File: src/rtl/fir_err_monitor.sv
// Error monitor for the 5-tap shift-coefficient FIR: recomputes the exact output and accumulates
// |exact - approx_y| metrics over a window of 2**WIN_LOG2 valid samples. Define FIR_ERR_MSE_EN for err_sq_sum.
module fir_err_monitor #(
   parameter int W        = 16,
   parameter int WIN_LOG2 = 8,
   parameter int ACC_W    = W + WIN_LOG2
) (
   input  logic                  clk,
   input  logic                  rst,
   input  logic [W-1:0]          x,
   input  logic [W-1:0]          approx_y,
   input  logic                  in_valid,
   input  logic                  start,
   output logic                  busy,
   output logic                  done,
   output logic [ACC_W-1:0]      err_sum,
   output logic [W-1:0]          err_max,
   output logic [WIN_LOG2:0]     err_cnt
`ifdef FIR_ERR_MSE_EN
   ,
   output logic [2*W+WIN_LOG2-1:0] err_sq_sum
`endif
);

   typedef enum logic [1:0] {IDLE, RUN, FLUSH, DONE} state_t;

   localparam logic [WIN_LOG2:0] CNT_ONE  = {{WIN_LOG2{1'b0}}, 1'b1};
   localparam logic [WIN_LOG2:0] CNT_LAST = (WIN_LOG2+1)'((2**WIN_LOG2) - 1);

   state_t              state;
   logic [W-1:0]        d1, d2, d3, d4;
   logic [W-1:0]        exact;
   logic [W-1:0]        s1_exact, s1_approx;
   logic                s1_valid;
   logic [WIN_LOG2:0]   count;
   logic signed [W:0]   diff;
   logic [W-1:0]        e;

   // The shadow delay line tracks the filter's own registers, so it never stalls.
   always_ff @(posedge clk or posedge rst) begin
      if (rst) begin
         d1 <= '0;
         d2 <= '0;
         d3 <= '0;
         d4 <= '0;
      end else begin
         d1 <= x;
         d2 <= d1;
         d3 <= d2;
         d4 <= d3;
      end
   end

   assign exact = (x >> 5) + (d1 >> 4) + (d2 >> 3) + (d3 >> 2) + (d4 >> 1);
   assign diff  = $signed({1'b0, s1_exact}) - $signed({1'b0, s1_approx});
   assign e     = diff[W] ? W'(-diff) : W'(diff);

`ifdef FIR_ERR_MSE_EN
   logic [2*W-1:0] e_sq;
   assign e_sq = {{W{1'b0}}, e} * {{W{1'b0}}, e};
`endif

   // FLUSH is left only once stage 2 has drained, so done appears two edges after the last sample.
   always_ff @(posedge clk or posedge rst) begin
      if (rst) begin
         state      <= IDLE;
         busy       <= 1'b0;
         done       <= 1'b0;
         count      <= '0;
         s1_exact   <= '0;
         s1_approx  <= '0;
         s1_valid   <= 1'b0;
         err_sum    <= '0;
         err_max    <= '0;
         err_cnt    <= '0;
`ifdef FIR_ERR_MSE_EN
         err_sq_sum <= '0;
`endif
      end else begin
         s1_exact  <= exact;
         s1_approx <= approx_y;
         s1_valid  <= 1'b0;
         if (start) begin
            state      <= RUN;
            busy       <= 1'b1;
            done       <= 1'b0;
            count      <= '0;
            err_sum    <= '0;
            err_max    <= '0;
            err_cnt    <= '0;
`ifdef FIR_ERR_MSE_EN
            err_sq_sum <= '0;
`endif
         end else begin
            if (s1_valid) begin
               err_sum <= err_sum + ACC_W'(e);
               if (e > err_max)
                  err_max <= e;
               if (e != '0)
                  err_cnt <= err_cnt + CNT_ONE;
`ifdef FIR_ERR_MSE_EN
               err_sq_sum <= err_sq_sum + (2*W+WIN_LOG2)'(e_sq);
`endif
            end
            case (state)
               IDLE: ;
               RUN: begin
                  if (in_valid) begin
                     s1_valid <= 1'b1;
                     count    <= count + CNT_ONE;
                     if (count == CNT_LAST)
                        state <= FLUSH;
                  end
               end
               FLUSH: begin
                  if (!s1_valid) begin
                     state <= DONE;
                     busy  <= 1'b0;
                     done  <= 1'b1;
                  end
               end
               DONE: ;
               default: state <= IDLE;
            endcase
         end
      end
   end

endmodule

File: config.mk
export PLATFORM = sky130hd
export DESIGN_NAME = fir_err_monitor
export DESIGN_NICKNAME = d
export VERILOG_FILES = /design/src/rtl/fir_err_monitor.sv
export SDC_FILE = /design/constraint.sdc
export NUM_CORES = 1
export LEC_CHECK = 0
export ABC_AREA = 1
export CAP_MARGIN = 30
export CORE_MARGIN = 2
export CORE_UTILIZATION = 35
export CTS_BUF_LIST = sky130_fd_sc_hd__clkbuf_4
export DETAILED_ROUTE_END_ITERATION = 10
export SKIP_CTS_REPAIR_TIMING = 1
export SLEW_MARGIN = 30
export SYNTH_ARGS = -nofsm -noshare
export SYNTH_HDL_FRONTEND = slang
export SYNTH_SLANG_ARGS = --single-unit
File: constraint.sdc
create_clock -name clk -period 14.9 [get_ports clk]
set_input_delay 2.235 -clock clk [delete_from_list [all_inputs] [get_ports clk]]
set_output_delay 2.235 -clock clk [all_outputs]
set_load 0.005 [all_outputs]
[Word-level counts from Yosys, hierarchy flattened]
Index checks and enable logic that the tools add are counted.
Word-level totals
  register bits after elaboration: 159
  input port bits: 36
Cells by class
  add/subtract/negate cells: 9
  order comparisons: 1
  equal/unequal tests: 7
  muxes and demuxes: 26
  reductions and logical operators: 13
Operator list (number)
  2-to-1 mux 16 bit: 4
  2-to-1 mux 9 bit: 6
  2-to-1 mux 24 bit: 2
  adder 24 x 16 -> 24 bit: 1
  adder 9 x 1 -> 9 bit (second input constant): 2
  subtractor 16 x 16 -> 17 bit: 1
  adder 15 x 15 -> 16 bit: 1
  > comparator 16 bit: 1
  negator 16 bit: 1
  nonzero test 16 bit: 1
  adder 14 x 14 -> 15 bit: 1
  adder 13 x 13 -> 14 bit: 1
  adder 11 x 12 -> 13 bit: 1
  nonzero test 2 bit: 6
  == test 9 x 8 -> 1 bit (second input constant): 1
  2-to-1 mux 1 bit: 9
  != test 3 bit (second input constant): 3
  2-to-1 mux 2 bit: 4
  AND reduction 2 bit: 4
  case mux 2 bit (2 select lines): 1
  AND reduction 4 bit: 1
  nonzero test 3 bit: 1
  == test 2 x 1 -> 1 bit (second input constant): 1
  == test 2 bit (second input constant): 1
  != test 2 bit (second input constant): 1

[Depth between registers and ports, before layout]
Gate-level depths: netlist of the first run.
  depth after elaboration: 7
  gate-level depth with buffers: 29

[Worst setup path after synthesis of the first run]
OpenSTA, ideal clock, no wires.
  kind: input -> register
  start: in x[6]
  end: reg s1_exact[15]
  setup time: 0.079 ns
  data arrival time: 5.681 ns
  required time: 14.821 ns
  path slack: 9.140 ns
  cell stages on the path: 17
  path buffers: 0
  cells stage by stage: fa_1 fa_1 inv_1 fa_1 inv_1 ha_1 inv_1 fa_1 o21ai_0 a21o_1 a21oi_1 o21ai_0 nand3_1 nand2_1 a21boi_0 o21ai_0 xor2_1
Between the ends
  cells in the longest elaborated chain, start to end: 4
Ends and longest elaborated chain
  start, declared: line 10  | input logic [W-1:0] x,
  adder 11 x 12 -> 13 bit: line 54  | assign exact = (x >> 5) + (d1 >> 4) + (d2 >> 3) + (d3 >> 2) + (d4 >> 1);
  adder 13 x 13 -> 14 bit: line 54
  adder 14 x 14 -> 15 bit: line 54
  adder 15 x 15 -> 16 bit: line 54
  net exact[15]: line 32  | logic [W-1:0] exact;
  end signal, assigned: line 80  | s1_exact <= exact;
  end, declared: line 33  | logic [W-1:0] s1_exact, s1_approx;
The timed path passes the listed nets, and every way through them passes these cells.
A chain may end at the register's enable or synchronous reset.

[Final worst setup path of the first run]
Ends and elaborated chain as after synthesis.

==> impl_results.md, run 1 <==
- Status: finished clean
- Most common flop cell mapped by yosys: dfrtp_1
- Initial Utilization: 35.6%
- Synth cell count leaders: nand2_1, dfrtp_1, inv_1, nand3_1, ha_1
- Final Max Slew Viols: 0
- Area grow syn2layout: 16.5%
- Width of the die: 167 um
- Critical path fanouts, max: 2
- Die area: 27800 um^2
- Setup TNS: 0 ns
- Arr. time, crit path: 6.53 ns
- RSZ-0062 raised after global routing: no
- CTS tree: yes
- Layout cell share with drive strength beyond 1: 5.39%
- Vias per cell: 4.74
- Longest Clk Path Bufs: 2
- DR iter-0 viols: 411
- Syn avg cell area: 8.72 um^2
- H-tree levels: 4
- TritonRoute pass-1 iters: 4
- DR vias: 7128
- Cells after Synth: 1064
- Core area: 26100 um^2
- Met3 GRT Util: 2.85%
- Routed len/inst: 12.6 um
- Highest clock rate: 166 MHz
- Busiest layer in global routing: met2
- Clock Tree Root: clkbuf_4
- First-pass GRT wire length: 33100 um
- FF-to-FF Start: s1_exact[0]$_DFF_PP0_
- Die H: 167 um
- Min-Delay Startpoint: d2[1]$_DFF_PP0_
- Type of the worst min-delay path: flip-flop to flip-flop
- Net Count, Synth: 1215
- Largest net degree at the start of global routing: 109
- Fillers: 2623
- Worst setup startpoint: x[6]
- Kind of start point of the critical path: input port
- Distinct cell type count after synthesis: 40
- # port buffers: 85
- Clk Latency, worst-skew pair: 0.57 ns
- Routed wire length: 19000 um
- Synth area leaders: dfrtp_1, ha_1, nand2_1
- Post-synth EDFFs: 0
- Met2 Usage GRT: 23.4%
- HPWL after DPL: 14500 um
- Clk slew on worst S/H paths: 0.13 ns
- Post-synthesis sequential area ratio: 41.8%
- Gr usage total: 14.5%
- Io pins: 87
- RePlAce Congestion: 0.858
- Most common cell in the netlist: nand2_1
- Area leader, netlist: dfrtp_1
- Num Clock Sinks: 155
- Leakage power: 5.24 nW
- Vias in the first global route: 6921
- GR Layer Usage met1: 19.8%
- Share of the synthesized area in the top cell type: 41.8%
- Row count: 59
- WP data required: 15.39 ns
- PwrDens: 187 nW/um^2
- Total CTS buffers: 17
- DRC Markers: 0
- Antenna-violating nets left: 0
- Overall power: 0.00202 W
- Initial antenna violation count: 1
- Async set-reset flop share out of synthesis: 100%
- Total of max-cap violations: 0
- Setup slack after layout: 8.86 ns
- Dpl ws: 8.24 ns
- CP Class: input port to flip-flop
- Seq cells post-synth: 155
- Cell Area, Synth: 9280 um^2
- Setup violators final: 0
- Yosys warning total: 0
- Tightest Pin Transition: 0.794 ns
- Peak supply drop: 78.7 uV
- Tmin final: 6.04 ns
- Clk_skew: 0.0248 ns
- Fin. Hold Viols: 0
- Setup crit end kind: flip-flop
- Slew margin rel.: 47.0%
- Grt total ovfl: 0
- Layout Nets: 1307
- Period utilization: 40.5%
==> layout by cell type (no fill, tap or decap), types with 3 or more instances in the layout <==
| cell | Yosys | routed |
|---|---|---|
| a21oi_1 | 66 | 66 |
| and2_1 | 3 | 3 |
| bufinv_16 | 0 | 3 |
| clkbuf_4 | 0 | 17 |
| clkdlybuf4s50_1 | 0 | 85 |
| clkinvlp_4 | 0 | 3 |
| dfrtp_1 | 155 | 155 |
| fa_1 | 38 | 38 |
| ha_1 | 77 | 77 |
| inv_1 | 148 | 147 |
| inv_6 | 0 | 5 |
| inv_8 | 0 | 3 |
| nand2_1 | 246 | 246 |
| nand2_2 | 10 | 10 |
| nand3_1 | 88 | 88 |
| nand3_2 | 4 | 4 |
| nand3b_1 | 3 | 3 |
| nand4_1 | 8 | 8 |
| nor2_1 | 73 | 73 |
| nor2_2 | 4 | 4 |
| nor3_1 | 14 | 14 |
| o211ai_1 | 3 | 3 |
| o21ai_0 | 43 | 43 |
| o22ai_1 | 14 | 14 |
| o31ai_1 | 5 | 5 |
| xnor2_1 | 4 | 4 |
| xor2_1 | 17 | 17 |
| xor2_2 | 3 | 3 |
==> sequential cells by signal, indices dropped and copies added (netlist names), 15 cells and up <==
name and flops:
d2 15, s1_approx 16, err_max 16, err_sum 24
d4 15, s1_exact 16, d1 15, d3 15
==> stage by stage <==
| stage | hold slack, ns | util [%] | instances | cell area, um^2 |
|---|---|---|---|---|
| after floorplan | 0.331 | - | 1064 | 9280 |
| after global placement | 0.332 | 40.3 | 1472 | 10500 |
| after detailed placement | 0.335 | 40.3 | 1472 | 10500 |
| after CTS | 0.365 | 41.5 | 1503 | 10800 |
| after global routing | 0.379 | 41.5 | 1504 | 10800 |
| final | 0.362 | 41.5 | 1504 | 10800 |
==> cells by family after synthesis <==
| group | after synthesis | share of synthesized area (%) |
|---|---|---|
| adder cells (fa/ha/maj) | 115 | 18.6 |
| AO/OA/AOI/OAI | 147 | 8.92 |
| XOR/XNOR | 24 | 2.51 |
| flip-flops | 155 | 41.8 |
| AND/OR/NAND/NOR | 458 | 21.2 |
| buffers and inverters | 165 | 6.95 |
==> per-layer routing <==
layer	up-vias	routed length, um
li1	3642	-
met4	0	257
met1	3341	9340
met5	-	0
met3	19	674
met2	126	8720
==> area by class of cell <==
type / count / area [um^2] / area share [%]
multi-input combinational: 744 / 4750 / 44.0
sequential: 155 / 3880 / 35.9
timing repair buffer: 87 / 866 / 8.01
inverter: 151 / 577 / 5.34
tap: 335 / 419 / 3.88
clock inverter: 14 / 183 / 1.69
clock buffer: 17 / 128 / 1.18
antenna: 1 / 2.50 / 0.0232
==> final timing paths <==
kind,end,slack [ns],cells after the start
worst max-delay path,s1_exact[15]$_DFF_PP0_,8.86,18
worst min-delay path,d3[1]$_DFF_PP0_,0.36,0
worst max register to register,err_sum[21]$_DFFE_PP0P_,10.29,28
worst min register to register,d3[1]$_DFF_PP0_,0.36,0
max in group asynchronous,d4[5]$_DFF_PP0_,11.64,3
min in group asynchronous,err_cnt[7]$_DFFE_PP0P_,2.18,2
==> where the power goes <==
part | switching (W) | total [W] | internal (W)
Sequential | 0.0000343 | 0.000514 | 0.000480
Clock | 0.000171 | 0.000290 | 0.000120
Combinational | 0.000758 | 0.00122 | 0.000460
Total | 0.000963 | 0.00202 | 0.00106
==> worst max-delay path, cell delays in order <==
cell and delay, ns:
clkdlybuf4s50_1 0.45, fa_1 0.51, fa_1 0.52, inv_1 0.05
fa_1 0.44, inv_1 0.07, ha_1 0.18, inv_1 0.06
fa_1 0.39, o21ai_0 0.30, a21o_1 0.17, a21oi_1 0.08
o21ai_0 0.31, nand3_1 0.11, nand2_1 0.13, a21boi_0 0.14
o21ai_0 0.22, xor2_1 0.15
Note: power is estimated with default switching activity, not from simulation.
==> run 2: changes to the inputs <==
- clock period: 14.9 -> 5.9 ns (I/O delays scaled with it)
==> run 2 against run 1 <==
Compared with the run above:
- sequential share of layout area is 0.17 points higher
- largest power group unchanged
- count of clock-buffer cells in the layout stayed put
- critical path depth stayed put
- register-to-register slack worse by 9.0 ns
- combinational power grew to 2.5 times the previous value
==> impl_results.md, run 2 (same netlist as run 1, synthesis figures left out) <==
- # port buffers: 85
- Arr. time, crit path: 5.14 ns
- Slew margin rel.: 47.9%
- Reg with most FFs: err_sum
- Antenna-violating nets left: 0
- First-pass GRT wire length: 32900 um
- FF/Latch Area: 3880 um^2
- Routed wire length: 18900 um
- Commonest non-fill, non-tap cell in the layout: nand2_1
- Tmin final: 4.62 ns
- Kind of start point of the critical path: input port
- WP data required: 6.41 ns
- Placed Instances: 1472
- Total of max-cap violations: 0
- Total CTS buffers: 17
- Slowest CP cell: fa_1
- Leakage power: 5.22 nW
- Largest stage delay on the critical path: 0.52 ns
- Setup violators final: 0
- Setup crit end kind: flip-flop
- Gr usage total: 14.4%
- Type of the worst min-delay path: flip-flop to flip-flop
- CP cell instances: clkdlybuf4s50_1 > fa_1 > fa_1 > inv_1 > fa_1 > inv_1 > ha_1 > inv_1 > fa_1 > o21ai_0 > a21o_1 > a21oi_1 > o21ai_0 > nand3_1 > nand2_1 > a21boi_0 > o21ai_0 > xor2_1
- Vias in the first global route: 7013
- Core area: 26100 um^2
- RSZ-0062 raised after global routing: no
- CP Class: input port to flip-flop
- Routed len/inst: 12.6 um
- Peak supply drop: 185 uV
- HPWL after DPL: 14700 um
- Vias per cell: 4.70
- Cell mode on critical path: fa_1
- DR iter-0 viols: 415
- Non-Filler Instances: 1506
- Multi-input logic area: 4750 um^2
- Fillers: 2599
- Period utilization: 78.4%
- Grt total ovfl: 0
- CTS tree: yes
- Status: finished clean
- PwrDens: 464 nW/um^2
- Tightest Pin Transition: 0.780 ns
- RePlAce Congestion: 0.870
- Die area: 27800 um^2
- Layout Nets: 1307
- Clk slew on worst S/H paths: 0.16 ns
- Initial antenna violation count: 1
- Highest clock rate: 216 MHz
- Fin. Hold Viols: 0
- Number of flip-flops under the largest register name: 24
- Die H: 167 um
- Layout cell share with drive strength beyond 1: 5.47%
- Clk_skew: 0.0323 ns
- Row count: 59
- H-tree levels: 4
- Clk Latency, worst-skew pair: 0.57 ns
- TritonRoute pass-1 iters: 4
- DRC Markers: 0
- DR vias: 7081
- Area grow syn2layout: 15.9%
- Largest net degree at the start of global routing: 102
- Setup TNS: 0 ns
- Critical path fanouts, max: 2
- Io pins: 87
- Initial Utilization: 35.6%
- Commonest non-fill, non-tap cells in the layout: nand2_1, dfrtp_1, inv_1
- Width of the die: 167 um
- Longest Clk Path Bufs: 2
- Clock Tree Root: clkbuf_4
- Final Max Slew Viols: 0
- Num Clock Sinks: 155
-- run 2: final timing paths --
| check | startpoint | slack (ns) | end | depth (start not counted) |
|---|---|---|---|---|
| max | x[6] | 1.28 | s1_exact[15]$_DFF_PP0_ | 18 |
| min reg2reg | d1[2]$_DFF_PP0_ | 0.36 | d2[2]$_DFF_PP0_ | 0 |
| min | d1[2]$_DFF_PP0_ | 0.36 | d2[2]$_DFF_PP0_ | 0 |
| min in group asynchronous | rst | 0.83 | d1[1]$_DFF_PP0_ | 2 |
| max reg2reg | s1_exact[0]$_DFF_PP0_ | 1.30 | err_sum[21]$_DFFE_PP0P_ | 28 |
| max in group asynchronous | rst | 3.95 | s1_approx[12]$_DFF_PP0_ | 3 |
-- run 2: layout make-up --
type,count,area share (%)
inverter,151,5.36
clock inverter,15,1.20
timing repair buffer,87,8.05
sequential,155,36.1
clock buffer,17,1.19
tap,335,3.90
antenna,2,0.0465
multi-input combinational,744,44.2
-- run 2: metrics by stage --
step                      hold WS [ns]  setup slack [ns]  utilization, %  area [um^2]  total power, W
after floorplan                  0.331             0.837               -         9280         0.00366
after global placement           0.332             0.658            40.3        10500         0.00434
after detailed placement         0.335             0.628            40.3        10500         0.00439
after CTS                        0.364              1.23            41.2        10700         0.00503
after global routing             0.374             0.667            41.3        10800         0.00557
final                            0.363              1.28            41.3        10800         0.00499
-- run 2: where the power goes --
group,total [W],switching [W],internal [W]
combinational,0.00307,0.00191,0.00116
sequential,0.00130,0.0000872,0.00121
clock,0.000618,0.000436,0.000182
-- run 2: per-layer routing --
layer	up-vias	GRT usage [%]	part of all wire (%)
li1	3651	-	-
met4	0	4.27	1.5
met5	-	0	0
met2	103	23.6	46
met1	3309	19.6	50
met3	18	2.78	3.0
-- run 2: critical path: cells and delay by family --
family,cells,cell delay (ns)
adders and majority gates,5,2.03
AOI/OAI and AO/OA,6,1.20
xor gates and xnor gates,1,0.15
buffers and inverters,4,0.63
and+or+nand+nor,2,0.22
==> run 3: changes to the inputs <==
- clock period: 5.9 -> 3.85 ns (I/O delays scaled with it)
==> run 3 against run 2 <==
Compared with the run above:
- global-route usage up 0.93 points
- flip-flop and latch count stayed put
- largest cell class unchanged
- the run now ends with setup timing left
- total power grew 100%
- final cell count is 8.3% higher
- count of clock-buffer cells in the layout rose by 1
- utilization is 5.7 points higher
==> impl_results.md, run 3 (same netlist as run 1, synthesis figures left out) <==
- Status: finished with violations
- Failing checks: setup timing
- DR iter-0 viols: 425
- Die H: 167 um
- WP data required: 4.40 ns
- Tightest Pin Transition: 0.784 ns
- Routed len/inst: 12.8 um
- Post-Layout Inst Area: 12200 um^2
- Finished Core Util: 47.0%
- Grt total ovfl: 0
- Highest clock rate: 260 MHz
- Commonest non-fill, non-tap cell in the layout: nand2_1
- Io pins: 87
- Clock Tree Root: clkbuf_4
- Fin. Hold Viols: 0
- Die area: 27800 um^2
- Setup slack after layout: -0.00223 ns
- First-pass GRT wire length: 35000 um
- TritonRoute pass-1 iters: 5
- Min-Delay Startpoint: x[6]
- Arr. time, crit path: 4.40 ns
- Width of the die: 167 um
- Area grow syn2layout: 32.0%
- CTS tree: yes
- Routed wire length: 20900 um
- Clk Latency, worst-skew pair: 0.60 ns
- PwrDens: 822 nW/um^2
- Type of the worst min-delay path: input port to flip-flop
- Dpl cell area: 11300 um^2
- FF-to-FF Start: s1_exact[0]$_DFF_PP0_
- H-tree levels: 4
- CP Class: flip-flop to flip-flop
- Vias in the first global route: 7499
- Clk slew on worst S/H paths: 0.16 ns
- Final hold slack: 0.168 ns
- R2r setup slk: -0.002 ns
- Slowest CP cell: dfrtp_1
- Setup crit end kind: flip-flop
- Commonest non-fill, non-tap cells in the layout: nand2_1, dfrtp_1, inv_1
- Peak supply drop: 473 uV
- Initial Utilization: 35.6%
- DRC Markers: 0
- Total CTS buffers: 17
- Row count: 59
- RSZ-0062 raised after global routing: yes
- DR vias: 7702
- Crit path buffers/inverters: 5
- Fillers: 2480
- R2R depth: 28
- Initial antenna violation count: 1
- Final Max Slew Viols: 0
- Top Family by Delay on Critical Path: simple AND/OR/NAND/NOR gates
- Reg with most FFs: err_sum
- HPWL after DPL: 15800 um
- Worst Hold End: d1[6]$_DFF_PP0_
- Setup violators final: 1
- Period utilization: 100%
- Dpl ws: -0.661 ns
- Vias per cell: 4.72
- Layout Nets: 1429
- Slew margin rel.: 47.6%
- Layout cell share with drive strength beyond 1: 21.5%
- Clk_skew: 0.0332 ns
- Total of max-cap violations: 0
- Largest stage delay on the critical path: 0.40 ns
- Tmin final: 3.85 ns
- Longest Clk Path Bufs: 2
- Antenna-violating nets left: 0
- Num Clock Sinks: 155
- Cell mode on critical path: nand2_2
- Kind of start point of the critical path: flip-flop
- Hold depth: 1
- Leakage power: 5.88 nW
- Gr usage total: 15.4%
- Reg2reg end: err_sum[20]$_DFFE_PP0P_
- Largest net degree at the start of global routing: 64
- Core area: 26100 um^2
- RePlAce Congestion: 0.849
- # port buffers: 85
- Number of flip-flops under the largest register name: 24
- Critical path fanouts, max: 5
==> run 3: changes by cell type in the layout (fill, tap and decap cells not counted), sizes merged <==
cell / previous run / this run
clkinvlp: 3 / 2
inv: 159 / 154
clkdlybuf4s50: 85 / 84
clkinv: 4 / 7
diode: 2 / 5
buf: 2 / 124
clkbuf: 17 / 18
dlymetal6s2s: 0 / 1
bufinv: 0 / 2
==> run 3: metrics by stage <==
stage          TNS [ns]  instances  power [W]
4_1_cts           -6.41       1613    0.00915
5_1_grt           -5.87       1631     0.0110
3_5_place_dp      -8.73       1581    0.00801
6_report       -0.00223       1631     0.0101
3_3_place_gp      -6.69       1581    0.00790
2_1_floorplan         0       1064    0.00562
==> run 3: routing by layer <==
metal | GRT usage [%] | routed length (um) | up-vias
li1 | - | - | 3898
met1 | 20.3 | 9670 | 3627
met2 | 26.0 | 10100 | 148
met3 | 3.09 | 811 | 29
met4 | 3.71 | 303 | 0
met5 | 0 | 0 | -
==> run 3: power by group <==
part           internal [W]  switching [W]  leakage [nW]
registers           0.00186       0.000152          1.93
clock network      0.000420       0.000690         0.167
logic               0.00326        0.00368          3.78
==> run 3: worst max path at each step <==
stage / depth (start not counted) / slack [ns] / end / from
6_report: 28 / -0.002 / err_sum[20]$_DFFE_PP0P_ / s1_exact[0]$_DFF_PP0_
5_1_grt: 28 / -0.32 / err_sum[20]$_DFFE_PP0P_ / s1_exact[0]$_DFF_PP0_
4_1_cts: 26 / -0.46 / err_sum[14]$_DFFE_PP0P_ / s1_exact[0]$_DFF_PP0_
3_5_place_dp: 18 / -0.66 / s1_exact[15]$_DFF_PP0_ / x[6]
3_3_place_gp: 18 / -0.59 / s1_exact[15]$_DFF_PP0_ / x[6]
2_1_floorplan: 29 / 0.01 / err_sum[19]$_DFFE_PP0P_ / s1_exact[0]$_DFF_PP0_
==> run 3: area by class of cell <==
| cell class | count | area, um^2 | share of cell area (%) |
|---|---|---|---|
| Multi-Input combinational cell | 744 | 5220 | 42.6 |
| Sequential cell | 155 | 3880 | 31.7 |
| Timing Repair Buffer | 209 | 1820 | 14.9 |
| Inverter | 151 | 576 | 4.70 |
| Tap cell | 335 | 419 | 3.42 |
| Clock inverter | 14 | 184 | 1.50 |
| Clock buffer | 18 | 135 | 1.10 |
| Antenna cell | 5 | 12.5 | 0.102 |
==> run 3: worst reg2reg max path: cells and delay by family (launching register included) <==
family	cells	cell delay (ns)
and+or+nand+nor	14	1.40
buffers and inverters	5	0.36
AOI/OAI and AO/OA	5	0.63
adders and majority gates	3	0.83
DFF	1	0.40
xor gates and xnor gates	1	0.17
